## src/rtl/alarm_mode_ctrl.sv

```systemverilog
// alarm_mode_ctrl: mode/adjust controller for the multi-alarm clock.
// States ADJ, CLOCK, RING, SNOOZE. Triggers are qualified by tick_1s at
// second 0, so returning to CLOCK inside second 0 cannot re-fire.
// Optional feature macro: ALARM_SNOOZE_EN (snooze state and counter).
// Without it, any button in RING dismisses to CLOCK.
// Button pulses are single-cycle and carry no handshake: a pulse is consumed
// in the cycle it is seen, and only the highest-priority one acts
// (center > right > left > up > down).
module alarm_mode_ctrl #(
  parameter int NUM_ALARMS     = 2,
  parameter int SNOOZE_S       = 300,
  parameter int RING_TIMEOUT_S = 60
) (
  input  logic                    clk,
  input  logic                    rst,
  input  logic                    up,
  input  logic                    down,
  input  logic                    left,
  input  logic                    right,
  input  logic                    center,
  input  logic                    tick_1s,
  input  logic [5:0]              secs,
  input  logic [NUM_ALARMS-1:0]   match,
  output logic [2*NUM_ALARMS+1:0] EN,
  output logic                    run,
  output logic                    adjust,
  output logic                    inc,
  output logic                    dec,
  output logic                    led,
  output logic [2:0]              ring_id,
  output logic [1:0]              state_dbg
);

  localparam int NF = 2*NUM_ALARMS + 2;
  localparam int FW = $clog2(NF);
  localparam int TW = $clog2(RING_TIMEOUT_S + 1);

  typedef enum logic [1:0] {
    ADJ    = 2'd0,
    CLOCK  = 2'd1,
    RING   = 2'd2,
    SNOOZE = 2'd3
  } state_t;

  state_t          state_q, state_d;
  logic [FW-1:0]   fld_q, fld_d;
  logic [2:0]      id_d;
  logic [TW-1:0]   t_cnt;
  logic            load_t;
  logic            b_center, b_right, b_left, b_up, b_down, any_btn;
  logic            trigger;
  logic [2:0]      first_id;

`ifdef ALARM_SNOOZE_EN
  localparam int SW = $clog2(SNOOZE_S + 1);
  logic [SW-1:0]   s_cnt;
  logic            load_s;
`endif

  // Button priority resolution, trigger qualification and lowest-index match.
  always_comb begin
    b_center = center;
    b_right  = !center && right;
    b_left   = !center && !right && left;
    b_up     = !center && !right && !left && up;
    b_down   = !center && !right && !left && !up && down;
    any_btn  = center | right | left | up | down;
    trigger  = tick_1s && (secs == 6'd0) && (|match);
    first_id = 3'd0;
    for (int k = NUM_ALARMS - 1; k >= 0; k--) begin
      if (match[k]) first_id = 3'(k);
    end
  end

  // Next-state, field pointer and ring index selection.
  always_comb begin
    state_d = state_q;
    fld_d   = fld_q;
    id_d    = ring_id;
    load_t  = 1'b0;
`ifdef ALARM_SNOOZE_EN
    load_s  = 1'b0;
`endif
    case (state_q)
      ADJ: begin
        if (b_center) begin
          state_d = CLOCK;
        end else if (b_right) begin
          fld_d = (fld_q == FW'(NF - 1)) ? '0 : fld_q + 1'b1;
        end else if (b_left) begin
          fld_d = (fld_q == '0) ? FW'(NF - 1) : fld_q - 1'b1;
        end
      end
      CLOCK: begin
        if (trigger) begin
          state_d = RING;
          id_d    = first_id;
          load_t  = 1'b1;
        end else if (b_center) begin
          state_d = ADJ;
          fld_d   = '0;
        end
      end
      RING: begin
`ifdef ALARM_SNOOZE_EN
        if (b_center) begin
          state_d = CLOCK;
        end else if (any_btn) begin
          state_d = SNOOZE;
          load_s  = 1'b1;
        end else if (t_cnt == '0) begin
          state_d = CLOCK;
        end
`else
        if (any_btn || (t_cnt == '0)) state_d = CLOCK;
`endif
      end
`ifdef ALARM_SNOOZE_EN
      SNOOZE: begin
        if (b_center) begin
          state_d = CLOCK;
        end else if (trigger) begin
          state_d = RING;
          id_d    = first_id;
          load_t  = 1'b1;
        end else if (s_cnt == '0) begin
          state_d = RING;
          load_t  = 1'b1;
        end
      end
`endif
      default: state_d = ADJ;
    endcase
  end

  // Moore outputs decoded from state and field pointer.
  always_comb begin
    EN        = (state_q == ADJ) ? ({{(NF-1){1'b0}}, 1'b1} << fld_q) : '0;
    run       = (state_q != ADJ);
    adjust    = ~run;
    led       = (state_q == RING);
    state_dbg = state_q;
  end

  // State, field pointer, ring index and registered edit strobes.
  always_ff @(posedge clk) begin
    if (!rst) begin
      state_q <= ADJ;
      fld_q   <= '0;
      ring_id <= 3'd0;
      inc     <= 1'b0;
      dec     <= 1'b0;
    end else begin
      state_q <= state_d;
      fld_q   <= fld_d;
      ring_id <= id_d;
      inc     <= (state_q == ADJ) && b_up;
      dec     <= (state_q == ADJ) && b_down;
    end
  end

  // Ring timeout: loads on RING entry, counts ticks down, holds at zero.
  always_ff @(posedge clk) begin
    if (!rst) begin
      t_cnt <= '0;
    end else if (load_t) begin
      t_cnt <= TW'(RING_TIMEOUT_S);
    end else if ((state_q == RING) && tick_1s && (t_cnt != '0)) begin
      t_cnt <= t_cnt - 1'b1;
    end
  end

`ifdef ALARM_SNOOZE_EN
  // Snooze timer: loads on SNOOZE entry, counts ticks down, holds at zero.
  always_ff @(posedge clk) begin
    if (!rst) begin
      s_cnt <= '0;
    end else if (load_s) begin
      s_cnt <= SW'(SNOOZE_S);
    end else if ((state_q == SNOOZE) && tick_1s && (s_cnt != '0)) begin
      s_cnt <= s_cnt - 1'b1;
    end
  end
`endif

endmodule
```

## config.mk

```make
export PLATFORM = sky130hd
export DESIGN_NAME = alarm_mode_ctrl
export DESIGN_NICKNAME = d
export VERILOG_FILES = /design/src/rtl/alarm_mode_ctrl.sv
export SDC_FILE = /design/constraint.sdc
export NUM_CORES = 1
export LEC_CHECK = 0
export ABC_CLOCK_PERIOD_IN_PS = 1900
export CORE_MARGIN = 10
export CORE_UTILIZATION = 39
export CTS_CLUSTER_DIAMETER = 150
export CTS_CLUSTER_SIZE = 14
export DETAILED_ROUTE_END_ITERATION = 10
export MAX_ROUTING_LAYER = met4
export PLACE_DENSITY = 0.74
export SLEW_MARGIN = 0
export SYNTH_ARGS = -nofsm -noshare
export SYNTH_HDL_FRONTEND = slang
export SYNTH_SLANG_ARGS = --single-unit
```

## constraint.sdc

```tcl
create_clock -name clk -period 1.9 [get_ports clk]
set_input_delay 0.285 -clock clk [delete_from_list [all_inputs] [get_ports clk]]
set_output_delay 0.285 -clock clk [all_outputs]
set_load 0.1 [all_outputs]
```

### Yosys cells after proc, flatten, opt, wreduce, memory -nomap -nowiden

Index checks and enable logic that the tools add are counted.

* word-level logic and storage cells: 78
* bits in registers: 16

* reductions and logical operators: 31
* muxes and demuxes: 20
* $add $sub $neg: 3
* bitwise gates (word level): 6
* shift-type cells: 1
* eq/ne operators: 10

Operators with widths (count)
* 2-to-1 mux 3 bit: 8
* 2-to-1 mux 6 bit: 3
* logical AND 1 bit: 13
* logical NOT 6 bit: 2
* 2-to-1 mux 2 bit: 4
* inequality test 2 bit (second input constant): 4
* inequality test 3 bit (second input constant): 2
* case mux 2 bit (3 select lines): 1
* case mux 3 bit (2 select lines): 1
* nonzero test 2 bit: 3
* nonzero test 6 bit: 1
* left shift 1 x 3 -> 6 bit (first input constant): 1
* subtractor 6 x 1 -> 6 bit (second input constant): 1
* AND reduction 5 bit: 1
* logical NOT 1 bit: 4
* bitwise OR 1 bit: 4
* OR reduction 2 bit: 2
* adder 3 x 1 -> 3 bit (second input constant): 1
* equality test 3 bit (second input constant): 1
* logical NOT 3 bit: 1
* 2-to-1 mux 1 bit: 3
* AND reduction 3 bit: 1
* subtractor 3 x 1 -> 3 bit (second input constant): 1
* equality test 2 x 1 -> 1 bit (second input constant): 1
* other kinds (6): 7

### Logic depth before layout (Yosys ltp)

* depth in word-level cells: 7
* mapped depth: 6

### Worst setup path after synthesis

Ideal clock, no wire load.

* kind: register to output
* start: reg state_q[0], in the netlist state_dbg[0]
* end: out EN[1]
* stages on the path, launching flop included: 4
* data required time: 1615 ps
* slack: -3375 ps
* buffers on the path: 1
* data arrival time: 4990 ps
* cell sequence: dfxtp_1 -> or2_2 -> clkbuf_1 -> nor4b_1

* word-level cells in the longest chain between the ends: 2

Ends and longest elaborated chain
* start: declaration: line 45 `state_t state_q, state_d;`
* start signal: assignment: line 154 `state_q <= state_d;`
* logical NOT 2 bit: line 138 `EN = (state_q == ADJ) ? ({{(NF-1){1'b0}}, 1'b1} << fld_q) : '0;`
* 2-to-1 mux 6 bit: line 138
* end: declaration: line 24 `output logic [2*NUM_ALARMS+1:0] EN,`

No other way between the ends.

### Final worst setup path

Ends and elaborated chain as after synthesis.

==> results.md <==
- Net count, final: 167
- Post-synth top flop: dfxtp_1
- Vias in the first global route: 835
- Minimum clock period: 1880 ps
- Syn_area_per_cell: 7.86 sq um
- Met1 Resource Use GR: 11.2%
- Final instance area: 0.00143 sq mm
- Area share of the largest cell type after synthesis: 32.1%
- Clock sinks: 14
- Peak VDD IR: 0.431 mV
- Worst setup EP type: output pin
- Die ar.: 0.00453 sq mm
- CP required: 1620 ps
- Max-cap viol count: 0
- Clock Tree Root: clkbuf_4
- Gate Count Post-Synth: 111
- Outcome: finished clean
- Final Slew Violations: 0
- Most instantiated cells after synthesis: dfxtp_1, nor2_1, a21oi_1
- Sequential fraction of the synthesis area: 32.1%
- Die width: 67.3 um
- RSZ-0062 raised after global routing: yes
- Vias post-DR: 888
- Detailed Routing Iterations Pass 1: 4
- P&R area growth vs syn: 64.1%
- Starting DRT DRC Count: 28
- Core area: 0.00217 sq mm
- Pwr Density: 593 mW/mm^2
- Register bit total from synthesis: 14
- Area leader, netlist: dfxtp_1
- Initial antenna violation count: 0
- Crit-path slowest cell: dfxtp_4
- Number of H-tree levels: 1
- Worst-skew pair later-pin latency: 280 ps
- Crit-path max FO: 10
- Kind of critical path: reg2out
- Fraction of registers with async set/reset: 0%
- Residual DRC count: 0
- Cell Area, Placed: 0.00135 sq mm
- Fin. Hold Viols: 0
- M3 GR Usage: 3.97%
- CP delay by family, top: simple AND/OR/NAND/NOR gates
- Reg clk slew, reported paths: 90 ps
- Fraction of layout cells with a size suffix above 1: 31.3%
- Hold Path Class: reg2reg
- # setup viols final: 0
- Clk buf depth: 2
- FILL cells: 201
- Pleak: 0.552 nW
- Met2 Resource Use GR: 18.2%
- Synthesized cell area: 872 sq um
- Gr usage total: 10.8%
- Area contributors post-synth: dfxtp_1, a21oi_1, mux2i_1
- Dpl hpwl: 1.87 mm
- WL/cell: 13.2 um
- Die Height: 67.3 um
- Startpoint class of the critical path: register
- I/O pins: 32
- Worst Path Arrival: 1600 ps
- Fmax: 532 MHz
- Pin count of the biggest net entering global routing: 12
- Rows: 17
- Most numerous cell in the Yosys netlist: dfxtp_1
- Antenna-violating nets left: 0
- CTS Buf Count: 3
- CP peak stage delay: 380 ps
- CTS tree: done
- Vias/cell: 5.07
- Starting density of the core: 40.2%
- First-pass GRT wire length: 3.80 mm
- Synth warnings: 0
- I/O Buffers: 29
- Buffers and inverters on the worst path: 2
- Post-CTS Hold Buffers: 0
- GR Overflow Total: 0
- CP Cell Sequence: or2_4, buf_4, nor4b_4, buf_12
- Setup TNS: 0 ps
- Placer Congestion: 0.888
- GRT Max-Usage Layer: met2
- Clock skew: 7.16 ps
- Final WL: 2.31 mm
- ANT cells: 0
- Post-synth EDFFs: 0
- Synth cell types: 38
- Period utilization: 99.0%
-- layer usage --
metal / share of wire (%) / vias up
met5: 0 / -
met4: 0.86 / 0
met3: 6.1 / 3
met2: 50 / 22
met1: 43 / 397
li1: - / 466
-- logic make-up (layout without fill, tap and decap cells) --
family	count (synthesis)	in the layout	share of synthesized area [%]
buf+inv	14	49	7.03
mux	6	6	7.03
flops	14	14	32.1
fa+ha+maj	3	3	4.30
xor+xnor	2	2	2.01
other cells	1	2	0.430
compound gates	20	20	14.2
simple gates	51	51	32.9
-- where the power goes --
group          leakage [nW]  internal, mW  switching (mW)  total (mW)
registers             0.116         0.299          0.0207       0.320
logic                 0.416         0.127           0.187       0.314
clock network        0.0210         0.117          0.0990       0.216
-- what timing repair did --
| action | CTS | global route |
|---|---|---|
| gates resized for setup | 4 | 2 |
| buffers inserted | 2 | 4 |
| pin swaps | 4 | 2 |
| endpoints found under the setup margin | 3 | 3 |
-- flip-flops by register name, indices dropped and copies added (netlist names) --
| signal | cells |
|---|---|
| fld_q | 3 |
| state_dbg | 2 |
| ring_id | 1 |
| t_cnt | 6 |
| inc | 1 |
| dec | 1 |
-- path summary, 6_finish.rpt --
check,startpoint,end,slack [ps],cells past startpoint
setup / recovery,state_dbg[0],EN[1],20,4
hold / removal,ring_id[0],ring_id[0],470,2
setup reg to reg,state_dbg[1],ring_id[0],260,4
hold reg to reg,ring_id[0],ring_id[0],470,2
-- cells in the final DEF, fill, tap and decap left out, types with 3 or more instances in the layout --
cell,synthesis,final
buf_4,2,15
clkdlybuf4s50_1,0,11
nor2_1,11,10
a21oi_1,10,10
dfxtp_1,14,10
buf_12,0,9
nand2_1,8,7
inv_1,6,5
mux2i_1,5,5
nor3_1,5,4
dlygate4sd2_1,0,4
or3_1,3,3
nor2b_1,4,3
a211oi_1,3,3
ha_1,3,3
clkbuf_4,0,3
-- worst reg2reg max path: stages (launching register included) --
cell and delay (ps):
dfxtp_4 380, nand2b_1 170, or4_4 540, or3b_1 380
a21oi_1 110
-- final cells by class --
cell class / count / area [sq um] / share of cell area, %
Clock buffer: 4 / 36.3 / 2.53
Tap cell: 28 / 35.0 / 2.45
Inverter: 6 / 26.3 / 1.84
Sequential cell: 14 / 290 / 20.3
Multi-Input combinational cell: 84 / 606 / 42.3
Timing Repair Buffer: 39 / 438 / 30.6
-- stage by stage --
stage          hold slack (ps)  power (mW)  util [%]  cells  setup slack, ps
3_3_place_gp               443       0.627      62.3    165             -317
5_1_grt                    482       0.890      66.0    175            -21.4
6_report                   468       0.849      66.0    175             19.9
3_5_place_dp               450       0.631      62.3    165             -341
4_1_cts                    468       0.845      64.5    171             1.38
2_1_floorplan              361       0.532         -    112             -707
(Power assumes the default switching activity.)
